--- src/rtl/spi_master_if.sv ---
`default_nettype none
// ============================================================================
// spi_master_if : byte strobe interface plus SPI pins of the SPI master
// Rev 1.0
// ============================================================================
interface spi_master_if;
    logic       tx_dv_i;
    logic [7:0] tx_byte_i;
    logic       tx_ready_o;
    logic       rx_dv_o;
    logic [7:0] rx_byte_o;
    logic       sck_o;
    logic       cs_o;
    logic       mosi_o;
    logic       miso_i;

    modport master (
        input  tx_dv_i, tx_byte_i, miso_i,
        output tx_ready_o, rx_dv_o, rx_byte_o, sck_o, cs_o, mosi_o
    );

    modport slave (
        output tx_dv_i, tx_byte_i, miso_i,
        input  tx_ready_o, rx_dv_o, rx_byte_o, sck_o, cs_o, mosi_o
    );
endinterface
`default_nettype wire

--- src/rtl/spi_master.sv ---
`default_nettype none
// ============================================================================
// spi_master : single-byte SPI master, MSB first, CPOL/CPHA configurable
// Rev 1.0
// ============================================================================
module spi_master #(
    parameter int CLKS_PER_HALF_BIT = 2,
    parameter bit CPOL              = 1'b0,
    parameter bit CPHA              = 1'b0,
    parameter int CS_INACTIVE_CLKS  = 1
) (
    input  wire logic    clk_i,
    input  wire logic    rst_i,
    spi_master_if.master bus
);
    localparam int c_HW = (CLKS_PER_HALF_BIT > 1) ? $clog2(CLKS_PER_HALF_BIT) : 1;
    localparam int c_GW = (CS_INACTIVE_CLKS > 1) ? $clog2(CS_INACTIVE_CLKS) : 1;
    localparam logic [c_HW-1:0] c_HALF_LAST = c_HW'(CLKS_PER_HALF_BIT - 1);
    localparam logic [c_GW-1:0] c_GAP_LAST  = c_GW'(CS_INACTIVE_CLKS - 1);

    typedef enum logic [2:0] {
        ST_IDLE     = 3'd0,
        ST_CS_SETUP = 3'd1,
        ST_TRANSFER = 3'd2,
        ST_CS_HOLD  = 3'd3,
        ST_CS_GAP   = 3'd4
    } state_t;

    state_t          state_q, state_d;
    logic [c_HW-1:0] half_q, half_d;
    logic [4:0]      edge_q, edge_d;
    logic [c_GW-1:0] gap_q, gap_d;
    logic [7:0]      tx_shift_q, tx_shift_d;
    logic [7:0]      rx_shift_q, rx_shift_d;
    logic [7:0]      rx_byte_q, rx_byte_d;
    logic            rx_dv_q, rx_dv_d;

    logic [4:0]      w_edge_next;
    logic            w_sample;
    logic            w_shift;
    logic            w_active;

    // edge_q is the number of sck edges already shown on sck_o
    assign w_edge_next = edge_q + 5'd1;
    assign w_sample    = CPHA ? ~edge_q[0] : edge_q[0];
    assign w_shift     = CPHA ? (w_edge_next[0] && (w_edge_next >= 5'd3))
                              : (!w_edge_next[0] && (w_edge_next <= 5'd14));
    assign w_active    = (state_q == ST_CS_SETUP) || (state_q == ST_TRANSFER) ||
                         (state_q == ST_CS_HOLD);

    always_ff @(posedge clk_i) begin
        if (rst_i) begin
            state_q    <= ST_IDLE;
            half_q     <= '0;
            edge_q     <= '0;
            gap_q      <= '0;
            tx_shift_q <= '0;
            rx_shift_q <= '0;
            rx_byte_q  <= '0;
            rx_dv_q    <= 1'b0;
        end else begin
            state_q    <= state_d;
            half_q     <= half_d;
            edge_q     <= edge_d;
            gap_q      <= gap_d;
            tx_shift_q <= tx_shift_d;
            rx_shift_q <= rx_shift_d;
            rx_byte_q  <= rx_byte_d;
            rx_dv_q    <= rx_dv_d;
        end
    end

    always_comb begin
        state_d    = state_q;
        half_d     = half_q;
        edge_d     = edge_q;
        gap_d      = gap_q;
        tx_shift_d = tx_shift_q;
        rx_shift_d = rx_shift_q;
        rx_byte_d  = rx_byte_q;
        rx_dv_d    = 1'b0;

        case (state_q)
            ST_IDLE: begin
                half_d = '0;
                edge_d = '0;
                gap_d  = '0;
                if (bus.tx_dv_i) begin
                    tx_shift_d = bus.tx_byte_i;
                    state_d    = ST_CS_SETUP;
                end
            end
            ST_CS_SETUP: begin
                if (half_q == c_HALF_LAST) begin
                    half_d  = '0;
                    edge_d  = 5'd1;
                    state_d = ST_TRANSFER;
                end else begin
                    half_d = half_q + c_HW'(1);
                end
            end
            ST_TRANSFER: begin
                // miso is taken at the end of the first cycle showing a sampling level
                if ((half_q == '0) && w_sample) begin
                    rx_shift_d = {rx_shift_q[6:0], bus.miso_i};
                end
                if (half_q == c_HALF_LAST) begin
                    half_d = '0;
                    edge_d = w_edge_next;
                    if (w_shift) begin
                        tx_shift_d = {tx_shift_q[6:0], 1'b0};
                    end
                    if (edge_q == 5'd15) begin
                        state_d = ST_CS_HOLD;
                    end
                end else begin
                    half_d = half_q + c_HW'(1);
                end
            end
            ST_CS_HOLD: begin
                // edge 16 is a sampling edge only when CPHA = 1
                if (CPHA && (half_q == '0)) begin
                    rx_shift_d = {rx_shift_q[6:0], bus.miso_i};
                end
                if (half_q == c_HALF_LAST) begin
                    half_d    = '0;
                    edge_d    = '0;
                    rx_dv_d   = 1'b1;
                    rx_byte_d = rx_shift_q;
                    state_d   = ST_CS_GAP;
                end else begin
                    half_d = half_q + c_HW'(1);
                end
            end
            ST_CS_GAP: begin
                if (gap_q == c_GAP_LAST) begin
                    gap_d   = '0;
                    state_d = ST_IDLE;
                end else begin
                    gap_d = gap_q + c_GW'(1);
                end
            end
            default: begin
                state_d = ST_IDLE;
            end
        endcase
    end

    // rst_i gates the pins directly so a mid-transfer reset releases the bus at once
    assign bus.tx_ready_o = (state_q == ST_IDLE) && !rst_i;
    assign bus.cs_o       = rst_i || !w_active;
    assign bus.sck_o      = rst_i ? CPOL : (CPOL ^ ((state_q == ST_TRANSFER) && edge_q[0]));
    assign bus.mosi_o     = !rst_i && w_active && tx_shift_q[7];
    assign bus.rx_dv_o    = rx_dv_q && !rst_i;
    assign bus.rx_byte_o  = rx_byte_q;
endmodule
`default_nettype wire

--- src/flat_wrapper.sv ---
// flat-port wrapper written by rule: the top's interface ports become plain ports
module spi_master_flat 
#(
    parameter int CLKS_PER_HALF_BIT = 2,
    parameter bit CPOL              = 1'b0,
    parameter bit CPHA              = 1'b0,
    parameter int CS_INACTIVE_CLKS  = 1
)
  (clk_i, rst_i, bus_tx_dv_i, bus_tx_byte_i, bus_miso_i, bus_tx_ready_o, bus_rx_dv_o, bus_rx_byte_o, bus_sck_o, bus_cs_o, bus_mosi_o);
  spi_master_if bus_i ();
  input  wire logic clk_i;
  input  wire logic rst_i;
  input wire logic [$bits(bus_i.tx_dv_i)-1:0] bus_tx_dv_i;
  input wire logic [$bits(bus_i.tx_byte_i)-1:0] bus_tx_byte_i;
  input wire logic [$bits(bus_i.miso_i)-1:0] bus_miso_i;
  output wire logic [$bits(bus_i.tx_ready_o)-1:0] bus_tx_ready_o;
  output wire logic [$bits(bus_i.rx_dv_o)-1:0] bus_rx_dv_o;
  output wire logic [$bits(bus_i.rx_byte_o)-1:0] bus_rx_byte_o;
  output wire logic [$bits(bus_i.sck_o)-1:0] bus_sck_o;
  output wire logic [$bits(bus_i.cs_o)-1:0] bus_cs_o;
  output wire logic [$bits(bus_i.mosi_o)-1:0] bus_mosi_o;
  assign bus_i.tx_dv_i = bus_tx_dv_i;
  assign bus_i.tx_byte_i = bus_tx_byte_i;
  assign bus_i.miso_i = bus_miso_i;
  assign bus_tx_ready_o = bus_i.tx_ready_o;
  assign bus_rx_dv_o = bus_i.rx_dv_o;
  assign bus_rx_byte_o = bus_i.rx_byte_o;
  assign bus_sck_o = bus_i.sck_o;
  assign bus_cs_o = bus_i.cs_o;
  assign bus_mosi_o = bus_i.mosi_o;
  spi_master #(.CLKS_PER_HALF_BIT(CLKS_PER_HALF_BIT), .CPOL(CPOL), .CPHA(CPHA), .CS_INACTIVE_CLKS(CS_INACTIVE_CLKS)) u_core (.clk_i(clk_i), .rst_i(rst_i), .bus(bus_i));
endmodule
--- config.mk ---
export PLATFORM = sky130hd
export DESIGN_NAME = spi_master_flat
export DESIGN_NICKNAME = d
export VERILOG_FILES = /design/src/rtl/spi_master_if.sv /design/src/rtl/spi_master.sv /design/src/flat_wrapper.sv
export SDC_FILE = /design/constraint.sdc
export NUM_CORES = 1
export LEC_CHECK = 0
export CORE_MARGIN = 1
export CORE_UTILIZATION = 30
export CTS_CLUSTER_DIAMETER = 80
export DETAILED_ROUTE_END_ITERATION = 8
export HOLD_SLACK_MARGIN = 0.02
export REMOVE_ABC_BUFFERS = 1
export SYNTH_ARGS = -nofsm -noshare
export SYNTH_HDL_FRONTEND = slang
export SYNTH_SLANG_ARGS = --single-unit
--- constraint.sdc ---
create_clock -name clk_i -period 5.8 [get_ports clk_i]
set_input_delay 1.74 -clock clk_i [delete_from_list [all_inputs] [get_ports clk_i]]
set_output_delay 1.74 -clock clk_i [all_outputs]
set_load 0.02 [all_outputs]
======== Word level (Yosys, flattened, before mapping) ========
Index checks and enable logic that the tools add are counted.
word-level totals
  register bits after elaboration ......... 35
  input bits .............................. 12
  output and inout port bits .............. 13
  word-level logic and storage cells ...... 72
operators by class
  add/subtract/negate cells ............... 3
  order comparisons ....................... 1
  equality and inequality tests ........... 12
  muxes and demuxes ....................... 21
  bitwise gates (word level) .............. 2
  reduce and logical (&&, ||, !) cells .... 25
operator list
  cell                                                   number
  two-way mux 8 bit                                      3
  one-hot mux 5 bit (4 select lines)                     1
  two-way mux 3 bit                                      6
  one-hot mux 8 bit (2 select lines)                     1
  two-way mux 5 bit                                      3
  one-hot mux 3 bit (5 select lines)                     1
  inequality test 2 x 1 -> 1 bit, second input constant  5
  AND reduction 4 bit                                    2
  logical AND 1 bit                                      7
  equality test 3 x 2 -> 1 bit, second input constant    2
  AND reduction 6 bit                                    1
  nonzero test 2 bit                                     3
  adder 5 x 1 -> 5 bit, second input constant            1
  equality test 5 x 4 -> 1 bit, second input constant    1
  <= comparator 5 x 4 -> 1 bit, second input constant    1
  two-way mux 1 bit                                      4
  inequality test 2 bit, second input constant           2
  one-hot mux 1 bit (2 select lines)                     2
  AND reduction 2 bit                                    2
  nonzero test 4 bit                                     1
  equality test 3 x 1 -> 1 bit, second input constant    1
  equality test 3 bit, second input constant             1
  zero test 1 bit                                        3
  zero test 3 bit                                        1
  5 further kinds                                        9

======== Depth between registers and ports, before layout ========
Gate-level depths: netlist of run 1.
  depth in word-level cells ............... 6
  depth in mapped cells ................... 8

======== Least setup slack after synthesis of run 1 ========
OpenSTA, ideal clock, no wires.
  path type ............................... input -> output
  start ................................... input rst_i
  end ..................................... output bus_mosi_o
  arrival ................................. 2.706 ns
  data required time ...................... 4.060 ns
  path slack .............................. 1.354 ns
  stages on the path ...................... 3
  path through ............................ clkbuf_1 or3_1 nor2_1
between the ends
  word-level cells in the longest chain between the ends .. 3
RTL lines
  element                         line                text
  start: declaration              flat_wrapper.sv:12  input wire logic rst_i;
  zero test 1 bit                 spi_master.sv:153   assign bus.mosi_o = !rst_i && w_active && tx_shift_q[7];
  logical AND 1 bit (2 in a row)  spi_master.sv:153
  end: declaration                flat_wrapper.sv:21  output wire logic [$bits(bus_i.mosi_o)-1:0] bus_mosi_o;
No other way between the ends.

======== Worst setup path in the final report of run 1 ========
Ends and elaborated chain as after synthesis.

==> results.md, run 1 <==
- CP max FO: 2
- CP required: 4.06 ns
- CTS Buffer Depth: 2
- Synth unique cells: 37
- Total of max-cap violations: 0
- Final setup violation count: 0
- RSZ-0062 raised after global routing: false
- Iter 0 DRT Violations: 125
- Final Power: 0.579 mW
- GR Overflow Total: 0
- Rel. slew slack: 58.6%
- Placed Area: 1890 um^2
- Synth Flop Type: dfxtp_1
- Drt via density: 4.56
- Vias: 1259
- Final setup margin: 0.768 ns
- Cts repair resizes: 0
- Worst IR Drop VDD: 0.150 mV
- CP max stage cell: clkdlybuf4s50_1
- Clock period minus worst slack: 5.03 ns
- Global-route wire length before repair: 5370 um
- Worst Hold Slack: 0.454 ns
- R2R Setup Slk: 3.33 ns
- Residual DRC count: 0
- Data arrival, critical path: 3.29 ns
- Area grow syn2layout: 25.9%
- DP HPWL: 2140 um
- Gate Count Post-Synth: 183
- EDFF count, synth: 0
- Routed Antenna Nets: 0
- Router iterations before antenna repair: 4
- Fmax: 0.199 GHz
- Actual slew at the worst max-slew pin: 0.614 ns
- Layout cells sized above 1: 10.7%
- Clock transition at the registers of the reported paths: 0.07 ns
- Core footprint: 5140 um^2
- Fin nets: 220
- Leading area contributor after synthesis: dfxtp_1
- Initial antenna violation count: 0
- Place WS: 0.745 ns
- Initial core utilization: 31.4%
- Setup TNS Final: 0 ns
- Most used cell, CP: clkdlybuf4s50_1
- Post-CTS Setup Inserts: 0
- P per Cell Area: 285 nW/um^2
- WL/cell: 11.3 um
- Main area contributors after synthesis: dfxtp_1, nand2_1, mux2_4, a21oi_1, mux2i_1
- CTS tree: built
- Ports: 25
- Number of CTS-inserted buffers: 5
- Height of the die: 75.4 um
- Proportion of netlist area held by the largest area contributor: 42.2%
- Num rows: 26
- #FFs+latches synth: 34
- Placer Congestion: 0.709
- Pin count of the biggest net entering global routing: 34
- Seq/Total Area, Yosys: 42.2%
- Final wirelength: 3130 um
- DP Cell Count: 268
- Leakage: 0.733 nW
- Critical path endpoint category: primary output
- IO buf count: 24
- Clock root cell: clkbuf_8
- Clk_lat worst skew: 0.29 ns
- Design Area, Final: 2030 um^2
- Post-CTS Hold Buffers: 0
- Die width: 75.4 um
- H-tree level count: 2
- CP cell instances: clkdlybuf4s50_1, or3_1, nor2_1, clkdlybuf4s50_1
- Final Skew: 0.00470 ns
- ANT cells: 0
- Yosys warning count: 0
- Crit start category: primary input
- Clk sinks: 34
- Final core occ: 39.5%
- Die Area: 5680 um^2
- Commonest non-fill, non-tap cells in the layout: nand2_1, dfxtp_1, clkdlybuf4s50_1
- Status: finished clean
- Number of global-route vias before repair: 1179
- CP max stage delay: 0.60 ns
- Synth async-reset ratio: 0%
- Synth Cell Area: 1610 um^2
- Period utilisation layout: 86.8%
- Final std cells w/o fill: 276
- Hold Fails Final Rpt: 0
- Synth Area per Inst: 8.82 um^2
- WS Path Type: in -> out
- Total GRT Usage: 12.7%
- HP Class: reg -> reg
- Final Max Slew Viols: 0
==> area by class of cell <==
type | instances | area, um^2
fill | 557 | 3110
multi-input combinational | 132 | 840
sequential | 34 | 681
timing repair buffer | 27 | 263
tap | 70 | 87.6
clock buffer | 6 | 82.6
clock inverter | 2 | 60.1
inverter | 5 | 18.8
==> metal layers <==
metal / wire length (um) / track usage (%) / vias up
met1: 1580 / 16.9 / 568
met2: 1340 / 18.8 / 27
met5: 0 / 0 / -
li1: - / - / 657
met4: 65 / 6.17 / 0
met3: 138 / 3.70 / 7
==> cell families after synthesis <==
logic type	synth area share (%)
adder cells (fa/ha/maj)	2.33
AND/OR/NAND/NOR	24.0
multiplexers	12.1
AO/OA/AOI/OAI	12.0
buffers and inverters	5.81
XOR/XNOR	1.63
flip-flops	42.2
==> synth_stat cells (3+ instances only) <==
master,count
clkbuf_1,4
buf_2,3
mux2_4,7
nand2_1,34
o21ai_0,4
a21oi_1,19
nor2_1,18
buf_4,3
dfxtp_1,34
inv_1,5
ha_1,3
or3_1,3
mux2i_1,9
nor2b_1,8
==> flip-flops by register name, summed over array words and instances (netlist names) <==
signal	count
u_core.rx_shift_q	8
u_core.bus.rx_byte_o	8
u_core.tx_shift_q	8
u_core.state_q	3
u_core.edge_q	5
u_core.half_q	1
u_core.rx_dv_q	1
==> power breakdown <==
| group | internal [mW] | leakage (nW) | total (mW) | switching (mW) |
|---|---|---|---|---|
| combinational | 0.0306 | 0.386 | 0.0556 | 0.0250 |
| sequential | 0.241 | 0.276 | 0.250 | 0.00846 |
| clock | 0.183 | 0.0714 | 0.273 | 0.0899 |
| total | 0.455 | 0.733 | 0.579 | 0.123 |
==> final timing paths <==
check / from / to / depth (start not counted)
worst min-delay path: u_core.bus.rx_byte_o[3] / u_core.bus.rx_byte_o[3] / 2
worst min register to register: u_core.bus.rx_byte_o[3] / u_core.bus.rx_byte_o[3] / 2
worst max-delay path: rst_i / bus_mosi_o / 4
worst max register to register: u_core.edge_q[0] / u_core.tx_shift_q[6] / 7
==> worst max-delay path: cells and delay by family <==
| family | cells | cell delay [ns] |
|---|---|---|
| buf+inv | 2 | 1.07 |
| simple gates | 2 | 0.48 |
No activity file was read; power rests on OpenSTA's default activity.
==> run 2, diff against run 1 <==
Settings changed: CAP_MARGIN from default to 10, CORE_UTILIZATION 30 to 50, PLACE_DENSITY from default to 0.75.
Clock period 5.8 ns to 5.9 ns, I/O delays scaled along.
==> run 2 against run 1 <==
Power decreased by 28%; worst setup slack better by 0.079 ns; count of clock-buffer cells in the layout fell by 1; critical path depth is the same; via count stayed put; global-route usage is 7.2 points higher; non-clock buffer count shrank 1; first-iteration DRC count decreased by 66%; hold slack improved by 0.0029 ns; routed wire length fell by 3.3%; clock skew down 0.00061 ns; largest power group is now registers.
==> results.md, run 2 (synthesis gave the netlist of run 1 again) <==
- Clock transition at the registers of the reported paths: 0.10 ns (+0.03 ns)
- Most used cell, CP: clkdlybuf4s50_1
- End of the worst hold path: u_core.bus.rx_byte_o[7]
- DP HPWL: 2090 um (-2.4%)
- Worst Hold Launch: u_core.bus.rx_byte_o[7]
- Die width: 58.8 um (-22%)
- Final setup violation count: 0 (unchanged)
- Status: finished clean
- Total GRT Usage: 19.9% (+7.2 points)
- Crit start category: primary input
- Actual slew at the worst max-slew pin: 0.809 ns (+0.195 ns)
- Buf+Inv Stages, Crit Path: 2 (unchanged)
- Cts repair resizes: 0 (unchanged)
- Worst r2r path cells: 7 (unchanged)
- CP max stage cell: clkdlybuf4s50_1
- Drt via density: 5.08 (+11%)
- Iter 0 DRT Violations: 42 (-66%)
- H-tree level count: 2 (unchanged)
- WL/cell: 12.2 um (+7.6%)
- Die Area: 3460 um^2 (-39%)
- IO buf count: 24 (unchanged)
- Worst R2R Start: u_core.edge_q[0]
- Fmax: 0.198 GHz
- Crit. path cell count: 4 (unchanged)
- CP cell instances: clkdlybuf4s50_1, or3_1, nor2_1, clkdlybuf4s50_1
- Total of max-cap violations: 0 (unchanged)
- GR Overflow Total: 0 (unchanged)
- Num rows: 20 (-23%)
- Clock period minus worst slack: 5.05 ns
- Final Max Slew Viols: 0 (unchanged)
- Worst Hold Depth: 2 (unchanged)
- Clk_lat worst skew: 0.32 ns (+0.03 ns)
- Final Skew: 0.00409 ns (-0.000606 ns)
- Setup TNS Final: 0 ns (unchanged)
- CP max stage delay: 0.62 ns (+0.02 ns)
- Clock root cell: clkbuf_4
- Global-route wire length before repair: 5130 um (-4.5%)
- Routed Antenna Nets: 0 (unchanged)
- Core footprint: 3050 um^2 (-41%)
- Height of the die: 58.8 um (-22%)
- R2R Setup Slk: 3.41 ns (+0.08 ns)
- Commonest non-fill, non-tap cells in the layout: nand2_1, dfxtp_1, clkdlybuf4s50_1
- Post-CTS Hold Buffers: 0 (unchanged)
- Initial antenna violation count: 0 (unchanged)
- Residual DRC count: 0 (unchanged)
- Initial core utilization: 52.9% (+21 points)
- Clk sinks: 34 (unchanged)
- CP max FO: 2 (unchanged)
- HP Class: reg -> reg
- Final Power: 0.414 mW (-28%)
- CP top delay family: buffers and inverters
- Area grow syn2layout: 17.5%
- Rel. slew slack: 45.8% (-13 points)
- Ports: 25 (unchanged)
- Fin nets: 219 (-0.45%)
- Period utilisation layout: 85.6%
- Hold Fails Final Rpt: 0 (unchanged)
- Number of global-route vias before repair: 1198 (+1.6%)
- Number of CTS-inserted buffers: 5 (unchanged)
- # fillers: 295 (-47%)
- CTS Buffer Depth: 2 (unchanged)
- Leakage: 0.687 nW (-6.3%)
- Worst IR Drop VDD: 0.147 mV (-2.3%)
- CTS tree: built
- WS Path Type: in -> out
- RR Endpoint: u_core.tx_shift_q[4]
- Data arrival, critical path: 3.28 ns (about the same)
- Pin count of the biggest net entering global routing: 26 (-24%)
- Router iterations before antenna repair: 4 (unchanged)
- P per Cell Area: 218 nW/um^2 (-23%)
- Placer Congestion: 0.897 (+27%)
- Vias: 1259 (unchanged)
- Post-CTS Setup Inserts: 0 (unchanged)
- RSZ-0062 raised after global routing: false
- CP required: 4.13 ns (+0.07 ns)
- ANT cells: 0 (unchanged)
- Final wirelength: 3020 um (-3.3%)
- Critical path endpoint category: primary output
- Layout cells sized above 1: 9.80% (-0.88 points)
[run 2: cell count changes in the layout (fill, tap and decap cells not counted), sizes merged]
cell | before | now
buf | 3 | 2
bufinv | 2 | 0
clkbuf | 6 | 5
clkinv | 0 | 2
[run 2: worst min-delay path: stages, from the launching register on]
cell     delay (ns)
dfxtp_1        0.32
nand2_1        0.05
a21oi_1        0.05
[run 2: power breakdown]
group / total [mW] / internal (mW) / switching (mW)
clock: 0.115 / 0.0428 / 0.0718
combinational: 0.0540 / 0.0298 / 0.0242
sequential: 0.245 / 0.237 / 0.00829
[run 2: layer usage]
metal	vias up	GRT usage (%)	share of wire, %
li1	659	-	-
met1	572	22.5	46
met2	23	33.3	49
met3	5	6.37	3.5
met4	0	10.9	1.4
met5	-	0	0
[run 2: area by class of cell]
class,instances,area (um^2),area share [%]
clock buffer,5,37.5,1.98
clock inverter,2,10.0,0.528
inverter,5,18.8,0.989
multi-input combinational,132,840,44.3
sequential,34,681,35.9
tap,44,55.1,2.90
timing repair buffer,26,255,13.5
[run 2: worst max path at each step]
stage | endpoint | from
after detailed placement | bus_mosi_o | rst_i
after floorplan | bus_mosi_o | rst_i
after CTS | bus_mosi_o | rst_i
final | bus_mosi_o | rst_i
after global placement | bus_mosi_o | rst_i
after global routing | bus_mosi_o | rst_i
[run 2: through the flow]
step                      util [%]  cells  hold WS [ns]  instance area (um^2)  setup WS (ns)
after floorplan                  -    171         0.425                  1540           1.57
after global placement        60.6    241         0.442                  1850          0.867
after detailed placement      60.6    241         0.447                  1850          0.836
after CTS                     62.1    248         0.462                  1900          0.822
after global routing          62.1    248         0.482                  1900          0.768
final                         62.1    248         0.457                  1900          0.847
